--- config.mk ---
export PLATFORM = sky130hd
export DESIGN_NAME = beat_sequencer
export DESIGN_NICKNAME = d
export VERILOG_FILES = /design/src/rtl/beat_sequencer.sv
export SDC_FILE = /design/constraint.sdc
export NUM_CORES = 1
export LEC_CHECK = 0
export ABC_AREA = 1
export ABC_CLOCK_PERIOD_IN_PS = 1700
export BUFFER_PORTS_ARGS = -buffer_cell sky130_fd_sc_hd__buf_2
export CORE_ASPECT_RATIO = 0.6
export CORE_MARGIN = 8
export CORE_UTILIZATION = 43
export CTS_CLUSTER_DIAMETER = 120
export DETAILED_ROUTE_END_ITERATION = 16
export HOLD_SLACK_MARGIN = 0.08
export PLACE_DENSITY_LB_ADDON = 0.2
export RECOVER_POWER = 100
export SLEW_MARGIN = 20
export SYNTH_ARGS = -nofsm -noshare
export SYNTH_HDL_FRONTEND = slang
export SYNTH_SLANG_ARGS = --single-unit
--- constraint.sdc ---
create_clock -name clk -period 1.7 [get_ports clk]
set_input_delay 0.34 -clock clk [delete_from_list [all_inputs] [get_ports clk]]
set_output_delay 0.34 -clock clk [all_outputs]
set_load 0.01 [all_outputs]
--- src/rtl/beat_sequencer.sv ---
// beat_sequencer: lub-dub heartbeat LED sequencer with error-code blink overlay.
module beat_sequencer #(
    parameter int TICK_W      = 8,
    parameter int PULSE_TICKS = 2,
    parameter int GAP_TICKS   = 1,
    parameter int REST_TICKS  = 4
) (
    input  logic       clk,
    input  logic       reset,
    input  logic       tick,
    input  logic       enable,
    input  logic       err_req,
    input  logic [3:0] err_code,
    output logic       led,
    output logic [2:0] phase,
    output logic       err_ack,
    output logic       err_busy,
    output logic       beat_done
);
    typedef enum logic [2:0] {OFF, LUB, GAP, DUB, REST, ERR_ON, ERR_OFF, ERR_REST} state_t;
    state_t state, state_n;
    logic [TICK_W-1:0] tcnt, tcnt_n, len;
    logic [3:0] blink_cnt, blink_n;
    logic ack_n, done_n, accept, last;
    always_comb begin
        len = (state == GAP || state == ERR_OFF) ? TICK_W'(GAP_TICKS) :
              (state == REST || state == ERR_REST) ? TICK_W'(REST_TICKS) : TICK_W'(PULSE_TICKS);
        accept = enable && err_req && err_code != 4'd0 && state inside {LUB, GAP, DUB, REST};
        last = tick && tcnt == len - TICK_W'(1);
    end
    // Priority: disable > error acceptance > leaving OFF > tick-driven advance.
    always_comb begin
        state_n = state;
        tcnt_n  = tcnt;
        blink_n = blink_cnt;
        ack_n   = 1'b0;
        done_n  = 1'b0;
        if (!enable) begin
            state_n = OFF;
            tcnt_n  = '0;
            blink_n = 4'd0;
        end else if (accept) begin
            state_n = ERR_ON;
            tcnt_n  = '0;
            blink_n = err_code;
            ack_n   = 1'b1;
        end else if (state == OFF) begin
            state_n = LUB;
            tcnt_n  = '0;
        end else if (last) begin
            tcnt_n = '0;
            case (state)
                LUB:      state_n = GAP;
                GAP:      state_n = DUB;
                DUB:      state_n = REST;
                REST:     begin state_n = LUB; done_n = 1'b1; end
                ERR_ON:   begin state_n = ERR_OFF; blink_n = blink_cnt - 4'd1; end
                ERR_OFF:  state_n = (blink_cnt == 4'd0) ? ERR_REST : ERR_ON;
                ERR_REST: state_n = LUB;
                default:  state_n = OFF;
            endcase
        end else if (tick) begin
            tcnt_n = tcnt + TICK_W'(1);
        end
    end
    always_ff @(posedge clk) begin
        if (reset) begin
            state     <= OFF;
            tcnt      <= '0;
            blink_cnt <= 4'd0;
            err_ack   <= 1'b0;
            beat_done <= 1'b0;
        end else begin
            state     <= state_n;
            tcnt      <= tcnt_n;
            blink_cnt <= blink_n;
            err_ack   <= ack_n;
            beat_done <= done_n;
        end
    end
    assign led      = state inside {LUB, DUB, ERR_ON};
    assign phase    = state;
    assign err_busy = state inside {ERR_ON, ERR_OFF, ERR_REST};
endmodule

## Yosys cells after proc, flatten, opt, wreduce, memory -nomap -nowiden

Index checks and enable logic that the tools add are counted.

| cells by class | value |
|---|---|
| bitwise logic cells | 2 |
| muxes and demuxes | 13 |
| reductions and logical operators | 21 |
| equal/unequal tests | 9 |
| add/sub/neg operators | 3 |

Operator list:

| operator | number |
|---|---|
| $pmux W3 S6 | 1 |
| $mux W4 | 4 |
| $mux W3 | 5 |
| $eq A3 B3 Y1 const B | 4 |
| $reduce_or A5 Y1 | 2 |
| $reduce_bool A3 Y1 | 3 |
| $add A8 B1 Y8 const B | 1 |
| $eq A8 B8 Y1 | 1 |
| $reduce_bool A4 Y1 | 2 |
| $eq A3 B2 Y1 const B | 2 |
| $logic_and A1 B1 Y1 | 4 |
| $logic_not A4 Y1 | 1 |
| $reduce_bool A2 Y1 | 2 |
| $reduce_or A2 Y1 | 2 |
| $reduce_or A4 Y1 | 1 |
| $sub A3 B1 Y4 const B | 1 |
| $sub A4 B1 Y4 const B | 1 |
| $eq A3 B1 Y1 const B | 1 |
| $logic_not A3 Y1 | 1 |
| $reduce_and A3 Y1 | 1 |
| $logic_or A1 B1 Y1 | 2 |
| $mux W1 | 2 |
| $mux W2 | 1 |
| $ne A2 B2 Y1 const B | 1 |
| $not A1 Y1 | 2 |

| storage, ports and cells | value |
|---|---|
| output and inout port bits | 7 |
| word-level logic and storage cells | 54 |
| input port bits | 9 |
| register bits after elaboration | 17 |

## Longest topological paths before layout

| logic depth | value |
|---|---|
| depth in word-level cells | 10 |
| mapped depth | 10 |

## Worst setup path before layout

OpenSTA, ideal clock, no wires.

| timing | value |
|---|---|
| kind | register to register |
| from | register state[1] (netlist: phase[1]) |
| to | register blink_cnt[3] |
| setup slack | 0.406 ns |
| cell stages (with the launch flop) | 10 |
| arrival | 1.178 ns |
| cells stage by stage | dfxtp_1 buf_6 nor2_4 inv_1 nand2_1 nand4_1 buf_4 nand3_1 o21ai_0 nor2_1 |

| between the ends | value |
|---|---|
| cells in the longest elaborated chain, start to end | 9 |

Ends and longest elaborated chain:

| item | line | text |
|---|---|---|
| start, declared | 21 | `state_t state, state_n;` |
| start signal, assigned | 74 | `state <= state_n;` |
| $eq A3 B3 Y1, on equally long branches | 27, 28 |  |
| $logic_or A1 B1 Y1 | 27 | `(state == REST \|\| state == ERR_REST) ? TICK_W'(REST_TICKS) : TICK_W'(PULSE_TICKS);` |
| $mux W3 | 27 |  |
| $mux W3 | 26 | `len = (state == GAP \|\| state == ERR_OFF) ? TICK_W'(GAP_TICKS) :` |
| $sub A3 B1 Y4 | 29 | `last = tick && tcnt == len - TICK_W'(1);` |
| $eq A8 B8 Y1 | 29 |  |
| $logic_and A1 B1 Y1 | 29 |  |
| $reduce_bool A2 Y1 (no source line) | - |  |
| $reduce_and A3 Y1 (no source line) | - |  |
| end signal, assigned | 76 | `blink_cnt <= blink_n;` |
| end, declared | 23 | `logic [3:0] blink_cnt, blink_n;` |

Parallel ways exist; a longest one is shown, timed or not.
A chain may end at the register's enable or synchronous reset.

## Final worst setup path

| timing | value |
|---|---|
| from | register state[1] (netlist: phase[1]) |
| to | output err_busy |

| between the ends | value |
|---|---|
| cells in the longest elaborated chain, start to end | 2 |

Ends and longest elaborated chain:

| item | line | text |
|---|---|---|
| $eq A3 B3 Y1 | 83 | `assign err_busy = state inside {ERR_ON, ERR_OFF, ERR_REST};` |
| $reduce_bool A3 Y1 (*) | 83 |  |
| end, declared | 17 | `output logic err_busy,` |

Mark *: on every way between the ends. The rest lies on a longest branch, timed or not.

==> summary.txt <==
Outcome = complete, no violations
Synth warn = 0
Cells after DPL = 198
# clock sinks = 17
Net Sw Frac = 24.9%
Worst path required time = 1.36 ns
Yosys cell types = 23
Die width = 79.4 µm
Total power = 0.793 mW
Post-CTS setup buffer count = 0
Pwr dens = 677 nW/µm²
FP Rows = 13
Startpoint types = flip-flop
Max-slew violations = 0
DR vias/cell = 4.79
Die height = 54.0 µm
First-pass iteration count of the detailed router = 4
Initial Util = 46.5%
Reg clk slew, reported paths = 0.07 ns
Fin Setup TNS = 0 ns
DR WL/cell = 11.5 µm
Num CTS Buffers = 3
Worst Clk Skew = 0.00184 ns
RSZ-0062 raised after global routing = no
P&R area growth vs syn = 13.2%
Tmin final = 1.55 ns
Arrival time worst endpoint = 1.21 ns
CTS H-Tree Depth = 1
PostCTS Resize Cnt = 0
Max_cap viols = 0
Largest net degree at the start of global routing = 11
CTS tree = done
GRT Total Usage = 11.8%
Clock Latency Late Sink = 0.26 ns
Crit path largest cell delay = 0.55 ns
Worst hold path class = in -> reg
Sequential-to-total area share from yosys stat = 32.9%
Relative slew slack = 74.3%
Vias in the first global route = 831
Post-DP HPWL = 1880 µm
Mapped cell area = 1040 µm²
Mapped Nets = 166
DRC = 0
Worst slew pin tran = 0.385 ns
Sequential power share = 51.4%
Core Box Area = 2230 µm²
Clk Tree Root Cell = clkbuf_8
DR vias = 968
Crit-path cells = nor2_4 > inv_1 > nand2_1 > inv_1 > clkbuf_1
Die ar. = 4290 µm²
Initial antenna violation count = 0
Mapped Avg Cell Area = 6.73 µm²
# nets final = 185
Share of cells above drive strength 1 = 12.8%
Combinational power share = 10.0%
Min-Delay Path Depth = 5
Peak VDD IR = 0.388 mV
Critical Path End Type = output port
Final hold violations = 0
Register-to-Register Path Depth = 9
Most common cell on crit path = inv_1
First-pass GRT wire length = 3920 µm
DRT antenna net count = 0
Clock buffer depth = 2
Leakage Power = 0.517 nW
CP Class = reg -> out
Slowest cell on the critical path = dfxtp_1
Crit path max fanout = 9
Placer Congestion = 0.849
Hold-fix buffers, CTS = 0
Drt total wl = 2320 µm
Setup violators final = 0
Switching power = 0.198 mW
F_max = 0.647 GHz
Mapped Cells = 154
Iter 0 DRT Violations = 64
Layout Cells excl Fill = 202
Diode count = 0
GR Overflow Total = 0
IO Port Bufs = 15
Flops & latches, synth = 17
Period utilisation layout = 91.0%
I/O pin total = 16
Clock Power Share = 38.6%
Cell-internal power = 0.596 mW
## cells by family (layout without fill, tap and decap cells)
kind of cell	after synthesis	in the layout	synth area share (%)
buffers and inverters	28	46	11.6
flip-flops	17	17	32.9
AND/OR/NAND/NOR	81	81	37.0
AO/OA/AOI/OAI	18	18	9.06
XOR/XNOR	7	7	5.92
adder cells (fa/ha/maj)	3	3	3.62
## worst max-delay path, delay by kind of cell, from the launching register on
family	cells	cell delay, ns
buffers and inverters	3	0.27
DFF	1	0.55
and+or+nand+nor	2	0.13
## path summary, 6_finish.rpt
path	from	to	slack (ns)
worst max-delay path	phase[1]	err_busy	0.15
worst min-delay path	err_code[0]	blink_cnt[0]	0.43
worst max register to register	phase[1]	tcnt[4]	0.17
worst min register to register	blink_cnt[3]	blink_cnt[3]	0.52
## layout make-up
class | instances | area (µm²)
fill | 229 | 1060
timing repair buffer | 17 | 81.3
clock inverter | 1 | 5.00
tap | 30 | 37.5
sequential | 17 | 340
clock buffer | 3 | 41.3
multi-input combinational | 109 | 573
inverter | 25 | 93.8
## cell usage after synthesis
cell type / n / area (µm²)
nand2_1: 31 / 116
nor2_1: 27 / 101
inv_1: 23 / 86.3
dfxtp_1: 17 / 340
nand3_1: 10 / 50.1
a21oi_1: 8 / 40.0
o21ai_0: 8 / 40.0
xor2_1: 5 / 43.8
nor2_4: 4 / 45.0
ha_1: 3 / 37.5
nand4_1: 3 / 18.8
buf_4: 2 / 15.0
inv_2: 2 / 7.51
xnor2_1: 2 / 17.5
a31oi_1: 1 / 6.26
and2_1: 1 / 6.26
buf_6: 1 / 11.3
nand2_2: 1 / 6.26
nand2_4: 1 / 11.3
nand3_2: 1 / 10.0
nand4_2: 1 / 12.5
nor3_1: 1 / 5.00
o31ai_1: 1 / 7.51
## sequential cells by signal, indices dropped and copies added (netlist names)
register   cells
phase          3
blink_cnt      4
beat_done      1
err_ack        1
tcnt           8
## metrics by stage
step / setup WS [ns] / hold WS [ns] / cell area (µm²) / util, %
3_3_place_gp: 0.246 / 0.505 / 1140 / 51.0
4_1_cts: 0.190 / 0.422 / 1180 / 53.1
5_1_grt: 0.0457 / 0.463 / 1170 / 52.6
3_5_place_dp: 0.246 / 0.506 / 1140 / 51.0
2_1_floorplan: 0.406 / 0.475 / 1040 / -
6_report: 0.154 / 0.426 / 1170 / 52.6
## power groups by stage
stage	combinational (mW)	clock [mW]	sequential [mW]
finish	0.0791	0.306	0.408
CTS	0.0801	0.309	0.408
global route	0.0885	0.327	0.408
detailed placement	0.0793	0	0.417
floorplan	0.0546	0	0.417
global placement	0.0793	0	0.416
## cells in the final DEF (no fill, tap or decap), drive strengths merged
master,netlist,final
nand2,33,33
nor2,31,31
inv,25,25
dfxtp,17,17
nand3,11,11
buf,3,10
clkbuf,0,10
a21oi,8,8
o21ai,8,8
xor2,5,5
nand4,4,4
ha,3,3
xnor2,2,2
a31oi,1,1
nor3,1,1
o31ai,1,1
and2,1,1
clkinv,0,1
## metal layers
metal,share of wire [%],global-route usage (%),vias to the layer above
li1,-,-,515
met1,56,17.4,422
met2,37,15.3,27
met3,6.5,3.65,4
met4,1.0,3.66,0
met5,0,0,-
(Power assumes the default switching activity.)
